[src/rtl/wave_sequencer.sv]
// wave_sequencer: paces game waves (countdown, active spawning, intermission) with a spawn request/ack handshake.
// Optional macro WAVE_SEQ_SPEEDUP_EN shortens the spawn period by PERIOD_STEP each wave, floored at SPAWN_PERIOD_MIN.
module wave_sequencer #(
  parameter int COUNTDOWN_TICKS    = 180,
  parameter int INTERMISSION_TICKS = 120,
  parameter int SPAWNS_PER_WAVE    = 8,
  parameter int SPAWN_PERIOD_INIT  = 60,
  parameter int SPAWN_PERIOD_MIN   = 12,
  parameter int PERIOD_STEP        = 4
) (
  input  logic       clock,
  input  logic       reset,
  input  logic       game_tick,
  input  logic       start,
  input  logic       pause,
  input  logic       game_over,
  input  logic       enemies_alive,
  input  logic       spawn_ack,
  output logic       spawn_req,
  output logic       wave_start,
  output logic [7:0] wave_num,
  output logic [1:0] state
);

  // Counter width covers every value a tick counter or the period can hold.
  localparam int MAX_A   = (COUNTDOWN_TICKS > INTERMISSION_TICKS) ? COUNTDOWN_TICKS : INTERMISSION_TICKS;
  localparam int MAX_B   = (SPAWN_PERIOD_INIT > SPAWN_PERIOD_MIN + PERIOD_STEP) ?
                           SPAWN_PERIOD_INIT : SPAWN_PERIOD_MIN + PERIOD_STEP;
  localparam int CNT_MAX = (MAX_A > MAX_B) ? MAX_A : MAX_B;
  localparam int CW      = $clog2(CNT_MAX + 1);
  localparam int SW      = $clog2(SPAWNS_PER_WAVE + 1);

  localparam logic [CW-1:0] CD_LAST = CW'(COUNTDOWN_TICKS - 1);
  localparam logic [CW-1:0] IM_LAST = CW'(INTERMISSION_TICKS - 1);
  localparam logic [CW-1:0] P_INIT  = CW'(SPAWN_PERIOD_INIT);
  localparam logic [CW-1:0] C_ONE   = CW'(1);
  localparam logic [SW-1:0] SPW     = SW'(SPAWNS_PER_WAVE);
  localparam logic [SW-1:0] S_ONE   = SW'(1);

  typedef enum logic [1:0] {
    IDLE         = 2'd0,
    COUNTDOWN    = 2'd1,
    ACTIVE       = 2'd2,
    INTERMISSION = 2'd3
  } state_t;

`ifdef WAVE_SEQ_SPEEDUP_EN
  localparam logic [CW-1:0] P_MIN  = CW'(SPAWN_PERIOD_MIN);
  localparam logic [CW-1:0] P_STEP = CW'(PERIOD_STEP);

  function automatic logic [CW-1:0] faster_period(input logic [CW-1:0] p);
    if (p >= P_MIN + P_STEP) begin
      return p - P_STEP;
    end else begin
      return P_MIN;
    end
  endfunction
`endif

  state_t        state_r, state_s;
  logic [CW-1:0] tick_cnt_r, tick_cnt_s;
  logic [CW-1:0] timer_r, timer_s;
  logic [CW-1:0] period_r, period_s;
  logic [SW-1:0] spawn_cnt_r, spawn_cnt_s;
  logic          spawn_req_r, spawn_req_s;
  logic          wave_start_r, wave_start_s;
  logic [7:0]    wave_num_r, wave_num_s;
  logic          qual_s;

  assign qual_s     = game_tick & ~pause;
  assign spawn_req  = spawn_req_r;
  assign wave_start = wave_start_r;
  assign wave_num   = wave_num_r;
  assign state      = state_r;

  // State and datapath registers; reset restores the idle configuration.
  always_ff @(posedge clock or posedge reset) begin
    if (reset) begin
      state_r      <= IDLE;
      tick_cnt_r   <= '0;
      timer_r      <= '0;
      period_r     <= P_INIT;
      spawn_cnt_r  <= '0;
      spawn_req_r  <= 1'b0;
      wave_start_r <= 1'b0;
      wave_num_r   <= 8'd0;
    end else begin
      state_r      <= state_s;
      tick_cnt_r   <= tick_cnt_s;
      timer_r      <= timer_s;
      period_r     <= period_s;
      spawn_cnt_r  <= spawn_cnt_s;
      spawn_req_r  <= spawn_req_s;
      wave_start_r <= wave_start_s;
      wave_num_r   <= wave_num_s;
    end
  end

  // Next-state and next-output logic; game_over outranks every other control.
  always_comb begin
    state_s      = state_r;
    tick_cnt_s   = tick_cnt_r;
    timer_s      = timer_r;
    period_s     = period_r;
    spawn_cnt_s  = spawn_cnt_r;
    spawn_req_s  = spawn_req_r;
    wave_start_s = 1'b0;
    wave_num_s   = wave_num_r;

    if (game_over) begin
      state_s     = IDLE;
      tick_cnt_s  = '0;
      timer_s     = '0;
      spawn_cnt_s = '0;
      spawn_req_s = 1'b0;
      wave_num_s  = 8'd0;
    end else begin
      case (state_r)
        IDLE: begin
          if (start) begin
            state_s    = COUNTDOWN;
            tick_cnt_s = '0;
            wave_num_s = 8'd1;
            period_s   = P_INIT;
          end else begin
            state_s = IDLE;
          end
        end
        COUNTDOWN, INTERMISSION: begin
          if (qual_s) begin
            if (tick_cnt_r == ((state_r == COUNTDOWN) ? CD_LAST : IM_LAST)) begin
              state_s      = ACTIVE;
              tick_cnt_s   = '0;
              wave_start_s = 1'b1;
              spawn_cnt_s  = '0;
              timer_s      = period_r;
            end else begin
              tick_cnt_s = tick_cnt_r + C_ONE;
            end
          end else begin
            tick_cnt_s = tick_cnt_r;
          end
        end
        ACTIVE: begin
          // The timer is frozen while a request is outstanding.
          if (spawn_req_r) begin
            if (spawn_ack) begin
              spawn_req_s = 1'b0;
              spawn_cnt_s = spawn_cnt_r + S_ONE;
              timer_s     = period_r;
            end else begin
              spawn_req_s = 1'b1;
            end
          end else if ((spawn_cnt_r == SPW) && !enemies_alive) begin
            state_s    = INTERMISSION;
            tick_cnt_s = '0;
            wave_num_s = (wave_num_r == 8'd255) ? 8'd255 : wave_num_r + 8'd1;
`ifdef WAVE_SEQ_SPEEDUP_EN
            period_s   = faster_period(period_r);
`else
            period_s   = period_r;
`endif
          end else if (qual_s && (spawn_cnt_r < SPW)) begin
            if (timer_r <= C_ONE) begin
              timer_s     = '0;
              spawn_req_s = 1'b1;
            end else begin
              timer_s = timer_r - C_ONE;
            end
          end else begin
            timer_s = timer_r;
          end
        end
        default: begin
          state_s = IDLE;
        end
      endcase
    end
  end

endmodule

[config.mk]
export PLATFORM = sky130hd
export DESIGN_NAME = wave_sequencer
export DESIGN_NICKNAME = d
export VERILOG_FILES = /design/src/rtl/wave_sequencer.sv
export SDC_FILE = /design/constraint.sdc
export NUM_CORES = 1
export LEC_CHECK = 0
export BUFFER_PORTS_ARGS = -buffer_cell sky130_fd_sc_hd__buf_2
export CORE_UTILIZATION = 50
export DETAILED_ROUTE_END_ITERATION = 10
export HOLD_SLACK_MARGIN = 0.12
export PLACE_DENSITY = 0.77
export SLEW_MARGIN = 20
export SYNTH_ARGS = -nofsm -noshare
export SYNTH_HDL_FRONTEND = slang
export SYNTH_SLANG_ARGS = --single-unit
[constraint.sdc]
create_clock -name clock -period 2.2 [get_ports clock]
set_clock_uncertainty 0.05 [all_clocks]
set_input_delay 0.22 -clock clock [delete_from_list [all_inputs] [get_ports clock]]
set_output_delay 0.22 -clock clock [all_outputs]
set_load 0.05 [all_outputs]
### Yosys cells after proc, flatten, opt, wreduce, memory -nomap -nowiden

Index checks and enable logic that the tools add are counted.

* register bits: 32
* input port bits: 8

* add/sub/neg operators: 4
* bitwise operators: 2
* reduce and logical (&&, ||, !) cells: 13
* $lt $le $gt $ge: 2
* equality and inequality tests: 16
* mux-type cells: 47

Operator list (count)
* $mux W8: 20
* $pmux W8 S2: 2
* $pmux W8 S3: 1
* $ne A3 B3 Y1 const B: 7
* $mux W4: 5
* $add A8 B1 Y8 const B: 2
* $mux W1: 12
* $ne A4 B4 Y1 const B: 3
* $reduce_and A4 Y1: 3
* $mux W2: 5
* $eq A8 B8 Y1: 1
* $eq A8 B8 Y1 const B: 1
* $le A8 B1 Y1 const B: 1
* $pmux W4 S2: 1
* $sub A8 B1 Y8 const B: 1
* $pmux W2 S3: 1
* $reduce_and A6 Y1: 1
* $reduce_bool A3 Y1: 2
* $reduce_and A5 Y1: 1
* $add A4 B1 Y4 const B: 1
* $eq A2 B2 Y1 const B: 2
* $eq A4 B4 Y1 const B: 1
* $lt A4 B4 Y1 const B: 1
* $eq A2 B1 Y1 const B: 1
* 7 further kinds: 8

### Logic depth before layout (Yosys ltp)

* depth after elaboration: 8
* depth in mapped cells: 7
* depth with buffers taken out: 6

### Worst setup path before layout

OpenSTA, ideal clock, no wires.

* path type: register -> register
* start point: register state_r[1] (netlist: state[1])
* end point: register timer_r[1]
* data required time: 2.022 ns
* setup slack: 0.121 ns
* arrival time: 1.902 ns
* stages on the path, launching flop included: 6
* clock period less this slack: 2.079 ns
* path through: dfrtp_1 > nor3b_1 > o311a_1 > a21o_1 > buf_2 > mux2_1

* longest elaborated chain between the ends: 5

Ends and longest elaborated chain
* start, declared: line 60 `state_t state_r, state_s;`
* start signal, assigned: line 88 `state_r <= state_s;`
* $eq A2 B1 Y1: line 118, 131
* $mux W8: line 131 `if (tick_cnt_r == ((state_r == COUNTDOWN) ? CD_LAST : IM_LAST)) begin`
* $eq A8 B8 Y1: line 131
* $ne A3 B3 Y1 (no source line)
* $reduce_and A6 Y1 (no source line)
* end signal, assigned: line 90 `timer_r <= timer_s;`
* end, declared: line 62 `logic [CW-1:0] timer_r, timer_s;`

Parallel ways exist; a longest one is shown, timed or not.
A chain may end at the register's enable or synchronous reset.

### Worst setup path in the final report

* start point: register state_r[1] (netlist: state[1])
* end point: register timer_r[5]

The elaborated chain is that of the path after synthesis.

==> results.toml <==
[outcome]
status = "finished clean"

[synth]
syn_area_per_cell_um2 = 8.92
synth_area_leader_cell = "dfrtp_1"
synth.area.top_cells = "dfrtp_1, o21ai_0, ha_1, inv_1, nand3_1"
yosys.area.top_type_share_pct = 38.5
synth-main-ff-cell = "dfrtp_1"
ys_ff_latch = 32
yosysUniqueCellTypes = 61
syn_nets = 247
syn_area_um2 = 2080
ys_async_sr_fraction_pct = 100
synthCells = 233
synth-seq-area-share_pct = 38.5
synth_edf_count = 0
yosys_warnings = 0

[sta]
period_share_pct = 87.3
fin_hold_ws_ns = 0.250
worst_pin_slew_ns = 0.470
rsz0062_at_grt = "false"
relSlewSlack_pct = 68.5
setup_viol = 0
finalHoldViolCount = 0
max_freq_ghz = 0.521
slew_violations = 0
fin_crit_ns = 1.92
tns_ns = 0

[clock_tree]
worstSkewPairLatency_ns = 0.28
cts_setup_buffers = 0
root_buffer = "clkbuf_8"
clkTransAtPathRegs_ns = 0.06
max-clock-path-buffers = 2
h-tree-depth = 2
cts.sinks = 32
cts_tree = "yes"
cts_buffers = 5
cts_resized = 0

[layout]
fillers = 362
final_cell_mix = "dfrtp_1, o21ai_0, buf_2, inv_1, nand2_1"
drive_above_1_share_pct = 17.1
synthToLayoutAreaGrowth_pct = 14.0
design_area_um2 = 2370
nets = 276
fin_util_pct = 59.3
final_common_cell = "dfrtp_1"
diodes = 0
multi_input_area_um2 = 1160
ff_latch_area_um2 = 801

[placement]
dpl.hpwl_mm = 3.35
place_area_um2 = 2270
numPortBuffers = 19
routabilityCongestion = 0.881

[power]
vdd.ir_drop.worst_mv = 0.327
power_mw = 1.60
p_leak_nw = 1.05
power_density_nw_per_um2 = 674

[detailed_routing]
vias_per_cell = 6.10
wl_met2_mm = 2.24
antenna_left = 0
routedWlPerCell_um = 15.2
drc_errors = 0
top_layer = "met4"
first_pass_iters = 4
num_vias = 1908
wl_met1_mm = 2.26
routed_wl_mm = 4.77
drt_iter0_drc = 144
wl_met3_um = 223

[floorplan]
dieArea_um2 = 4420
die_w_um = 66.5
die_h_um = 66.5
fp.coreArea_um2 = 4000
ios = 20
rows = 23
start_util_pct = 52.0

[grt]
first_global_vias = 1705
antenna_found_initial = 0
grt_max_degree = 33
grt_usage_pct = 23.7
grt_pass1_wl_mm = 7.90
overflow = 0

[critical_path]
cp_num_buf_inv = 0
critical-path-top-delay-family = "compound AO/OA/AOI/OAI gates"
crit_type = "flip-flop to flip-flop"
cp_cell_sequence = "nor3b_1 -> o311a_1 -> a21o_1 -> mux2_1"
crit_path_max_incr_delay_ns = 0.50
required_ns = 2.31
cp_data_arrival_time_ns = 2.03
start_kind = "flip-flop"
cpMaxStageDelayCell = "dfrtp_1"
cp-end-kind = "flip-flop"
cp_max_fo = 9

[min_path]
hp-class = "input port to flip-flop"

[job]
cap_viol_max_count = 0
[what timing repair did]
item                       4_1_cts  5_1_grt
setup endpoints to repair        0        0
hold endpoints to repair        32        0
hold buffers                     1        0
[state kept, by name, summed over array words and instances (netlist names)]
signal / count
timer_r: 8
tick_cnt_r: 8
state: 2
spawn_req: 1
spawn_cnt_r: 4
wave_start: 1
wave_num: 8
[worst reg2reg max path, cell delays in order (launching register included)]
cell and delay, ns:
dfrtp_1 0.50, nor3b_1 0.30, o311a_1 0.30, a21o_1 0.29
mux2_1 0.37
[cells by family (layout without fill, tap and decap cells)]
group                    Yosys count  after routing  share of synthesized area, %
AND/OR/NAND/NOR                   88             88                          24.1
flip-flops                        32             32                          38.5
AO/OA/AOI/OAI                     76             76                          26.2
multiplexers                       4              4                          2.05
adder cells (fa/ha/maj)            6              6                          3.61
buffers and inverters             27             57                          5.60
[cell type report]
class	count	share of cell area [%]
well taps	50	2.64
repair buffers	31	7.92
flip-flops and latches	32	33.8
multi-input cells	174	49.0
inverters	18	2.85
clock buffers	8	3.80
[per-layer routing]
metal / global-route usage [%] / up-vias
met1: 32.2 / 913
met4: 7.98 / 0
met2: 37.2 / 50
met5: 0 / -
met3: 5.14 / 4
li1: - / 941
[final timing paths]
path                              from             to  slack, ns  depth (start not counted)
setup / recovery              state[1]     timer_r[5]       0.28                          4
hold reg to reg            wave_num[1]    wave_num[1]       0.48                          2
setup reg to reg              state[1]     timer_r[5]       0.28                          4
min in group asynchronous        reset  tick_cnt_r[0]       0.51                          4
hold / removal               spawn_ack      spawn_req       0.25                          4
max in group asynchronous        reset      spawn_req       1.30                          4
[stage by stage]
step	instances	setup WS, ns
finish	313	0.279
global route	313	0.139
CTS	313	0.280
detailed placement	304	0.297
global placement	304	0.303
floorplan	233	0.121
[synth_stat cells, drive strengths merged (2+ instances only)]
library cell  instances
nor3b                 4
and4b                 2
a31oi                 5
nand3                12
a22o                  2
or3                   3
a21oi                 7
o211ai                6
nand4                 2
nor2                 14
ha                    6
or2                   2
o2bb2ai               2
nand2b                5
nor2b                 2
and3                  4
mux2i                 2
or4                   2
a32o                  2
mux2                  2
a311oi                4
o21a                  2
inv                  18
nor3                 10
o2111ai               2
clkbuf                4
o22ai                 2
o31ai                 4
a41oi                 2
o32ai                 2
a2111oi               2
o21ai                21
and2b                 2
dfrtp                32
nand2                16
buf                   5
[power by group]
| group | internal (mW) | switching, mW | leakage [nW] | total [mW] |
|---|---|---|---|---|
| registers | 0.634 | 0.0652 | 0.435 | 0.699 |
| logic | 0.165 | 0.277 | 0.566 | 0.442 |
| clock network | 0.255 | 0.203 | 0.0455 | 0.458 |
No activity file was read; power rests on OpenSTA's default activity.
